File: src/rtl/lfsr_tercnt_monitor.sv
`default_nettype none
// ============================================================================
// Module      : lfsr_tercnt_monitor
// Description : Watches a dynamic-count-to LFSR counter. Measures the cycle
//               distance between terminal-count events, counts the events and
//               raises sticky flags for tercnt/compare mismatch, a frozen
//               counter and a saturated period counter.
// Revision    : 1.0 - initial release
// ============================================================================
module lfsr_tercnt_monitor #(
  parameter int width     = 4,
  parameter int PW        = 16,
  parameter int CW        = 8,
  parameter int STUCK_LIM = 3
) (
  input  logic             clk,
  input  logic             reset,
  input  logic             cen,
  input  logic             load,
  input  logic [width-1:0] count_to,
  input  logic [width-1:0] count,
  input  logic             tercnt,
  input  logic             clr_err,
  output logic [PW-1:0]    period,
  output logic             period_valid,
  output logic             period_ovf,
  output logic [CW-1:0]    wrap_count,
  output logic             err_match,
  output logic             err_stuck
);

  localparam int SW = $clog2(STUCK_LIM + 1);
  localparam logic [PW-1:0] C_CYC_MAX   = '1;
  localparam logic [CW-1:0] C_WRAP_MAX  = '1;
  localparam logic [SW-1:0] C_STUCK_MAX = SW'(STUCK_LIM);

  typedef enum logic [0:0] {
    IDLE  = 1'b0,
    ARMED = 1'b1
  } state_t;

  state_t            state, state_next;
  logic [PW-1:0]     cyc_cnt, cyc_next;
  logic [PW-1:0]     period_next;
  logic              valid_next;
  logic [CW-1:0]     wrap_next, wrap_inc;
  logic              ovf_set;
  logic [width-1:0]  count_q;
  logic              en_q;
  logic [SW-1:0]     stuck_cnt, stuck_inc, stuck_next;
  logic              stuck_hit, stuck_set, match_bad, ev;

  // A terminal-count event only counts when the counter actually advances.
  assign ev       = tercnt & cen & ~load;
  assign wrap_inc = (wrap_count == C_WRAP_MAX) ? wrap_count : wrap_count + CW'(1);

  // Mismatch between the counter's own tercnt and the compare it should reflect.
  assign match_bad = ~load & (tercnt != (count == count_to));

  // Frozen-count detection: compare against last cycle's count when it was enabled.
  assign stuck_hit  = en_q & (count == count_q);
  assign stuck_inc  = !stuck_hit ? '0 :
                      (stuck_cnt == C_STUCK_MAX) ? stuck_cnt : stuck_cnt + SW'(1);
  assign stuck_set  = stuck_hit & (stuck_inc == C_STUCK_MAX);
  assign stuck_next = clr_err ? '0 : stuck_inc;

  // Next-state and next-datapath values; load overrides any same-cycle event.
  always_comb begin
    state_next  = state;
    cyc_next    = cyc_cnt;
    period_next = period;
    valid_next  = 1'b0;
    wrap_next   = wrap_count;
    ovf_set     = 1'b0;
    if (load) begin
      state_next = IDLE;
      cyc_next   = '0;
      wrap_next  = '0;
    end else begin
      case (state)
        IDLE: begin
          if (ev) begin
            state_next = ARMED;
            cyc_next   = PW'(1);
            wrap_next  = wrap_inc;
          end
        end
        ARMED: begin
          if (ev) begin
            period_next = cyc_cnt;
            valid_next  = 1'b1;
            cyc_next    = PW'(1);
            wrap_next   = wrap_inc;
          end else begin
            cyc_next = (cyc_cnt == C_CYC_MAX) ? cyc_cnt : cyc_cnt + PW'(1);
            ovf_set  = (cyc_next == C_CYC_MAX);
          end
        end
        default: state_next = IDLE;
      endcase
    end
  end

  // State register.
  always_ff @(posedge clk or posedge reset) begin
    if (reset) state <= IDLE;
    else       state <= state_next;
  end

  // Period measurement, event counting and sticky flags (set beats clear).
  always_ff @(posedge clk or posedge reset) begin
    if (reset) begin
      cyc_cnt      <= '0;
      period       <= '0;
      period_valid <= 1'b0;
      period_ovf   <= 1'b0;
      wrap_count   <= '0;
      err_match    <= 1'b0;
      err_stuck    <= 1'b0;
    end else begin
      cyc_cnt      <= cyc_next;
      period       <= period_next;
      period_valid <= valid_next;
      period_ovf   <= ovf_set   | (period_ovf & ~clr_err);
      wrap_count   <= wrap_next;
      err_match    <= match_bad | (err_match & ~clr_err);
      err_stuck    <= stuck_set | (err_stuck & ~clr_err);
    end
  end

  // History for the frozen-count check.
  always_ff @(posedge clk or posedge reset) begin
    if (reset) begin
      count_q   <= '0;
      en_q      <= 1'b0;
      stuck_cnt <= '0;
    end else begin
      count_q   <= count;
      en_q      <= cen & ~load;
      stuck_cnt <= stuck_next;
    end
  end

endmodule
`default_nettype wire

File: config.mk
export PLATFORM = sky130hd
export DESIGN_NAME = lfsr_tercnt_monitor
export DESIGN_NICKNAME = d
export VERILOG_FILES = /design/src/rtl/lfsr_tercnt_monitor.sv
export SDC_FILE = /design/constraint.sdc
export NUM_CORES = 1
export LEC_CHECK = 0
export ABC_AREA = 1
export CAP_MARGIN = 10
export CELL_PAD_IN_SITES_DETAIL_PLACEMENT = 1
export CELL_PAD_IN_SITES_GLOBAL_PLACEMENT = 2
export CORE_ASPECT_RATIO = 1.5
export CORE_MARGIN = 2
export CORE_UTILIZATION = 28
export CTS_CLUSTER_SIZE = 8
export DETAILED_ROUTE_END_ITERATION = 6
export PLACE_DENSITY = 0.72
export SYNTH_ARGS = -nofsm -noshare
export SYNTH_HDL_FRONTEND = slang
export SYNTH_SLANG_ARGS = --single-unit
export TNS_END_PERCENT = 100
File: constraint.sdc
create_clock -name clk -period 1.35 [get_ports clk]
set_input_delay 0.2025 -clock clk [delete_from_list [all_inputs] [get_ports clk]]
set_output_delay 0.2025 -clock clk [all_outputs]
set_load 0.02 [all_outputs]
; Yosys cells after proc, flatten, opt, wreduce, memory -nomap -nowiden
; Index checks and enable logic that the tools add are counted.
[totals]
reg_bits = 52
output_inout_bits = 28
word_cells = 61
[op_classes]
add_sub_neg = 3
eq_ne = 10
n_mux = 19
bitwise_logic = 15
reduce_logical = 3
[op_table]
columns = cell, n
row1 = $mux 16, 4
row2 = $eq 16x16->1 const B, 2
row3 = $pmux 16 s2, 1
row4 = $mux 8, 3
row5 = $add 16x1->16 const B, 1
row6 = $and 1x1->1, 9
row7 = $add 8x1->8 const B, 1
row8 = $eq 4x4->1, 2
row9 = $eq 8x8->1 const B, 1
row10 = $mux 1, 8
row11 = $mux 2, 3
row12 = $eq 2x2->1 const B, 2
row13 = $ne 3x3->1 const B, 1
row14 = $not 1->1, 3
row15 = $or 1x1->1, 3
row16 = $reduce_and 3->1, 1
row17 = $add 2x1->2 const B, 1
row18 = $ne 2x2->1 const B, 1
row19 = $reduce_and 2->1, 1
row20 = $reduce_bool 2->1, 1
row21 = $ne 1x1->1, 1

; Logic depth before layout (Yosys ltp)
; Gate-level depths: netlist of the first run.
[depth]
ltp_word = 7
ltp_mapped = 11
ltp_nobuf = 11

; Worst setup path after synthesis of the first run
; OpenSTA, ideal clock, no wires.
[synth_path]
path_kind = register to register
from = register wrap_count[1]
to = register wrap_count[0]
setup_time_ns = 0.077
arrival_ns = 1.437
required_time_ns = 1.273
slack_ns = -0.164
path_stages_with_launch = 9
path_buffers = 1
path_cell_list = dfrtp_1 -> ha_1 -> nand2_1 -> nor2_1 -> nand4_1 -> o21ai_2 -> buf_4 -> a21oi_1 -> a21oi_1
[synth_between]
elab_chain_len = 3
[synth_rtl]
columns = item, line_no
row1 = from (decl), 27  ; output logic [CW-1:0] wrap_count,
row2 = from (signal assigned), 125  ; wrap_count <= wrap_next;
row3 = $eq 8x8->1, 55  ; assign wrap_inc = (wrap_count == C_WRAP_MAX) ? wrap_count : wrap_count + CW'(1);
row4 = $ne 2x2->1 (no line), --
row5 = $reduce_and 2->1 (no line), --
; No other way between the ends.
; A chain may end at the register's enable or synchronous reset.

; Worst setup path after layout of the first run
[layout_path]
from = register cyc_cnt[1]
to = register period_ovf
[layout_between]
elab_chain_len = 7
word_cells_on_any_way = 8
classes_between = add/sub (1) / eq/ne (2) / mux (4) / bitwise (1)
[layout_rtl]
columns = item, line_no
row1 = from (decl), 43  ; logic [PW-1:0] cyc_cnt, cyc_next;
row2 = from (signal assigned), 121  ; cyc_cnt <= cyc_next;
row3 = $add 16x1->16 / $eq 16x16->1 (equally long branches), 95  ; cyc_next = (cyc_cnt == C_CYC_MAX) ? cyc_cnt : cyc_cnt + PW'(1);
row4 = $mux 16 *, 95
row5 = $eq 16x16->1 *, 96  ; ovf_set = (cyc_next == C_CYC_MAX);
row6 = $mux 1 *, 89  ; if (ev) begin
row7 = $mux 1 *, 80  ; case (state)
row8 = $mux 1 *, 75  ; if (load) begin
row9 = $or 1x1->1 *, 124  ; period_ovf <= ovf_set | (period_ovf & ~clr_err);
row10 = to (signal assigned), 124
row11 = to (decl), 26  ; output logic period_ovf,
; Mark *: on every way between the ends. The rest lies on a longest branch, timed or not.

==> flow_summary.ini, run 1 <==
[floorplanning]
num_rows = 43
die_area_um2 = 10400
die_width_um = 83.8
start_util_pct = 28.9
num_io_pins = 42
dieHeight_um = 124
coreArea_um2 = 9250

[timing]
finalSetupTns_ps = -4560
fin_crit_ps = 1710
relSlewSlack_pct = 80.9
hold_viol_final = 0
finalCritPeriodShare_pct = 127
rsz0062_at_grt = true
tightestPinTransition_ps = 286
max_freq_ghz = 0.584
slew_violations = 0
skew_ps = 8.52
setup_viol = 25
setup_slack_ps = -361

[synthesis]
yosys_warnings = 0
synth_seq_cells = 52
avgSynthCellArea_um2 = 7.95
synth_area_leader_cell = dfrtp_1
async_reset_ff_share_pct = 100
synthTopCellsByArea = dfrtp_1 (49%), nand2_1 (14%), o21ai_0 (7.1%), inv_1 (4.5%), nor2_1 (4.2%)
netlist_area_um2 = 2670
synth-main-ff-cell = dfrtp_1
synth_cell_types = 31
synth_commonest_cells = nand2_1 (99), dfrtp_1 (52), o21ai_0 (38)
synth.most_common_cell = nand2_1
syn-instance-count = 336
synth_top_area_share_pct = 48.7
synth_fp_nets = 352
seq_area_frac_synth_pct = 48.7
synth_edf_count = 0

[route]
routedWlPerCell_um = 16.1
drtIter0Drc = 61
drtAntennaViolNets = 0
viasPerCell = 4.72
routed_wl_mm = 9.36
vias = 2745
drc = 0
first_pass_iters = 4

[pwr]
p_seq_share_pct = 46.3
swShare_pct = 24.4
total_power_mw = 3.50
share_clk_of_total_power_pct = 41.9
power_density_nw_per_um2 = 807
internal_power_mw = 2.65
p_switching_mw = 0.854
p_comb_share_pct = 11.8
vdd_drop_max_mv = 0.459
p_leak_nw = 2.12

[run]
drv_cap = 0

[global_route]
grt_overflow = 0
grt_first_pass_wirelength_mm = 15.0
grt_usage_pct = 18.8
antenna_found_initial = 0
grt_max_degree = 34
grt_pass1_vias = 2976

[critical_path]
crit_chain = ha_4, nand2_4, nor2_4, buf_4, nand4_4, nand2_1, nand2_1, nor2_1, nand3_1, nand2_1
critical-path-max-stage-delay_ps = 400
critPathArrivalTime_ps = 1950
cp_max_fo = 6
crit_type = reg -> reg
crit_top_cell = nand2_1
setup.worst_path.end_class = flop
worst_path_max_delay_cell = dfrtp_1
startpoint_type = flop
crit_family = simple AND/OR/NAND/NOR gates
path_buf_inv = 1
required_ps = 1590

[clock_network]
cts_tree = done
path_clk_slew_ps = 70
clock_latency_ps = 300
numCtsBuffers = 5
clk_path_buf_depth = 2
clock-sinks = 52
cts.htree.levels = 2
cts.hold.buffers_added = 0
cts_root_buf = clkbuf_16

[finish]
post_route_cells_drive_above_1_share_pct = 37.4
nets = 485
area_growth_pct = 62.5
n_antenna_cell = 0

[hold_path]
hold_class = in -> async

[outcome]
outcome = finished, violations left
violations = setup timing

[placed_design]
dpl.hpwl_mm = 6.84
port_buffers = 41
gp_congestion = 0.878
## worst min-delay path: stages
cell             delay [ps]
clkdlybuf4s50_1         440
clkinvlp_4              110
buf_12                  210
## power groups by stage
stage | Clock, mW | Combinational (mW) | Sequential, mW
global route | 1.55 | 0.456 | 1.63
global placement | 0 | 0.377 | 1.65
CTS | 1.51 | 0.406 | 1.62
finish | 1.47 | 0.412 | 1.62
floorplan | 0 | 0.137 | 1.68
detailed placement | 0 | 0.384 | 1.65
## sequential cells by signal, summed over array words and instances (netlist names)
signal and flops:
cyc_cnt 16, period 16, wrap_count 8, count_q 4, stuck_cnt 2, en_q 1
err_match 1, err_stuck 1, period_ovf 1, period_valid 1, state 1
## final cells by class
class / count / area, um^2
Clock buffer: 6 / 129
Clock inverter: 2 / 35.0
Fill cell: 1116 / 4910
Inverter: 37 / 143
Multi-Input combinational cell: 241 / 1480
Sequential cell: 52 / 1310
Tap cell: 112 / 140
Timing Repair Buffer: 132 / 1110
## per-layer routing
| metal | GRT usage (%) | up-vias | wire length (um) |
|---|---|---|---|
| met5 | 0 | - | 0 |
| met4 | 6.15 | 0 | 156 |
| met3 | 2.65 | 10 | 214 |
| met2 | 37.8 | 36 | 5410 |
| met1 | 19.9 | 1350 | 3570 |
| li1 | - | 1349 | - |
## path summary, 6_finish.rpt
| kind | start | end | slack [ps] | depth (start not counted) |
|---|---|---|---|---|
| worst max-delay path | cyc_cnt[1] | period_ovf | -360 | 10 |
| worst min-delay path | reset | period[3] | 300 | 3 |
| worst max register to register | cyc_cnt[1] | period_ovf | -360 | 10 |
| worst min register to register | stuck_cnt[0] | stuck_cnt[0] | 470 | 1 |
| max in group asynchronous | reset | cyc_cnt[2] | 770 | 3 |
| min in group clk | count[2] | count_q[2] | 460 | 1 |
## cell usage in the layout, fill, tap and decap left out, types with 2 or more instances in the layout
cell	Yosys	routed
nand2_2	3	13
clkbuf_16	0	5
o21ai_1	1	13
clkdlybuf4s50_1	0	13
nor2_4	4	9
inv_2	4	5
xnor2_1	3	3
buf_6	1	9
nand2_1	99	84
nor2_2	3	8
o31ai_2	0	3
ha_4	0	2
dlygate4sd2_1	0	24
nand3_2	0	9
dfrtp_1	52	46
buf_4	1	80
nand2_4	0	5
nor3_1	2	2
a21oi_1	4	2
nand4_4	1	2
nor2_1	30	20
dfrtp_2	0	6
xor2_1	11	11
o21ai_4	0	3
nand4_1	8	8
a21oi_2	0	2
o21ai_0	38	20
inv_1	32	30
o21ai_2	1	5
nand3_1	20	11
## kinds of logic after synthesis
logic type                 Yosys count  share of synthesized area, %
and+or+nand+nor                    171                          28.2
adders and majority gates            2                         0.936
buffers and inverters               45                          6.84
DFF                                 52                          48.7
xor gates and xnor gates            14                          4.59
AOI/OAI and AO/OA                   52                          10.7
## metrics by stage
stage | util, % | worst slack (ps) | instances | instance area [um^2] | hold WS, ps
global route | 46.9 | -516 | 582 | 4340 | 332
detailed placement | 41.2 | -470 | 559 | 3810 | 455
floorplan | - | -139 | 336 | 2710 | 234
CTS | 45.7 | -314 | 578 | 4230 | 313
finish | 46.9 | -361 | 582 | 4340 | 301
global placement | 41.2 | -427 | 559 | 3810 | 441
## repair_timing
item	in CTS	in global routing
setup buffers	10	7
endpoints found under the setup margin	54	43
gates cloned	2	0
pin swaps	20	20
gates resized for setup	97	32
No activity file was read; power rests on OpenSTA's default activity.
==> run 2, diff against run 1 <==
--- a/config.mk
+++ b/config.mk
@@ -15,6 +15,7 @@
 export CTS_CLUSTER_SIZE = 8
 export DETAILED_ROUTE_END_ITERATION = 6
 export PLACE_DENSITY = 0.72
+export SKIP_LAST_GASP = 1
 export SYNTH_ARGS = -nofsm -noshare
 export SYNTH_HDL_FRONTEND = slang
 export SYNTH_SLANG_ARGS = --single-unit
==> run 2 against run 1 <==
Compared with the run above: cell count decreased by 0.34%; global-route usage increased by 0.057 points; via count increased by 0.22%; fmax decreased by 1.6%; clock power about the same; die area unchanged; power decreased by 0.26%; critical path depth unchanged; the flow still finishes with violations (setup timing); combinational power decreased by 2%; non-clock buffer count decreased by 2; cell area decreased by 0.72%; highest routed layer unchanged; core utilization decreased by 0.34 points.
==> flow_summary.ini, run 2 (synthesis results as in run 1) <==
[global_route]
grt_usage_pct = 18.9
grt_overflow = 0
grt_pass1_vias = 2976
grt_first_pass_wirelength_mm = 15.1
grt_max_degree = 34
antenna_found_initial = 0

[finish]
nets = 483
post_route_cells_drive_above_1_share_pct = 36.5
final_util_pct = 46.6
area_growth_pct = 61.3
final_common_cell = nand2_1
layout_common_cells = nand2_1 (85), buf_4 (80), dfrtp_1 (47)
stdcell_count = 580
n_antenna_cell = 0
fin_area_um2 = 4310
reg.largest.list = cyc_cnt (16), period (16), wrap_count (8)

[critical_path]
startpoint_type = flop
worst_path_max_delay_cell = dfrtp_1
cp_max_fo = 3
critical-path-max-stage-delay_ps = 400
setup.worst_path.end_class = flop
crit_top_cell = nand3_1
crit_type = reg -> reg
required_ps = 1590
crit_chain = ha_4, nand3_1, buf_4, o21ai_0, nand2_1, o21ai_2, nand3_1, nor2_1, nand3_1, nand2_1
critPathArrivalTime_ps = 1980

[floorplanning]
dieHeight_um = 124
num_io_pins = 42
die_area_um2 = 10400
coreArea_um2 = 9250
die_width_um = 83.8
start_util_pct = 28.9
num_rows = 43

[timing]
fin_crit_ps = 1740
rsz0062_at_grt = true
setup_slack_ps = -389
hold_ws_ps = 300
skew_ps = 8.34
tightestPinTransition_ps = 302
hold_viol_final = 0
setup_viol = 25
relSlewSlack_pct = 79.8
slew_violations = 0
max_freq_ghz = 0.575
finalCritPeriodShare_pct = 129

[pwr]
power_density_nw_per_um2 = 811
vdd_drop_max_mv = 0.459
p_leak_nw = 2.12

[route]
routedWlPerCell_um = 16.1
first_pass_iters = 4
vias = 2751
drtAntennaViolNets = 0
drc = 0
viasPerCell = 4.74
drtIter0Drc = 73
routed_wl_mm = 9.36

[clock_network]
cts_root_buf = clkbuf_16
cts_tree = done
numCtsBuffers = 5
clk_path_buf_depth = 2
clock-sinks = 52
cts.hold.buffers_added = 0
cts.htree.levels = 2
clock_latency_ps = 300
path_clk_slew_ps = 70

[run]
drv_cap = 0

[placed_design]
dp.cells = 559
dpl.hpwl_mm = 6.84
gp_congestion = 0.878
postPlaceCellArea_um2 = 3810
port_buffers = 41

[outcome]
violations = setup timing
outcome = finished, violations left

[hold_path]
hold_class = in -> async
-- run 2: cell count changes in the layout (fill, tap and decap cells not counted) --
cell,before,now
buf_6,9,7
nand3_1,11,12
nand2_1,84,85
dfrtp_1,46,47
nand3_2,9,8
dfrtp_2,6,5
nand2_2,13,12
-- run 2: worst max-delay path: cells and delay by family, from the launching register on --
family	cells	cell delay [ps]
buffers and inverters	1	170
adders and majority gates	1	170
AOI/OAI and AO/OA	2	320
and+or+nand+nor	6	620
DFF	1	400
-- run 2: what timing repair did --
item                       4_1_cts  5_1_grt
setup endpoints to repair       54       43
gates resized for setup         83       42
gates cloned                     2        0
pin swaps                       20       21
buffers inserted                10        6
-- run 2: final cells by class --
cell class / instances / area (um^2)
tap: 112 / 140
timing repair buffer: 130 / 1090
sequential: 52 / 1310
clock inverter: 2 / 35.0
multi-input combinational: 241 / 1470
fill: 1119 / 4940
clock buffer: 6 / 129
inverter: 37 / 143
-- run 2: power by group --
part           leakage (nW)  total, mW  switching (mW)  internal [mW]
clock network        0.0808       1.47           0.594          0.874
registers             0.701       1.62          0.0269           1.60
logic                  1.34      0.403           0.230          0.173
total                  2.12       3.49           0.851           2.64
-- run 2: layer usage --
metal | GRT usage, % | part of all wire [%] | up-vias
li1 | - | - | 1343
met1 | 20.0 | 38 | 1358
met2 | 37.9 | 58 | 40
met3 | 2.65 | 2.5 | 10
met4 | 6.15 | 1.7 | 0
met5 | 0 | 0 | -
-- run 2: metrics by stage --
stage	total power, mW	TNS, ps	worst slack, ps
after floorplan	1.82	-262	-139
after global placement	2.03	-9310	-427
after detailed placement	2.04	-11510	-470
after CTS	3.53	-3780	-314
after global routing	3.62	-7340	-528
final	3.49	-4790	-389
-- run 2: final timing paths --
| path | to | slack, ps | startpoint | depth (start not counted) |
|---|---|---|---|---|
| worst max-delay path | period_ovf | -390 | cyc_cnt[1] | 10 |
| worst min-delay path | period[3] | 300 | reset | 3 |
| worst max register to register | period_ovf | -390 | cyc_cnt[1] | 10 |
| worst min register to register | stuck_cnt[0] | 470 | stuck_cnt[0] | 1 |
| max in group asynchronous | cyc_cnt[2] | 770 | reset | 3 |
| min in group clk | count_q[2] | 460 | count[2] | 1 |
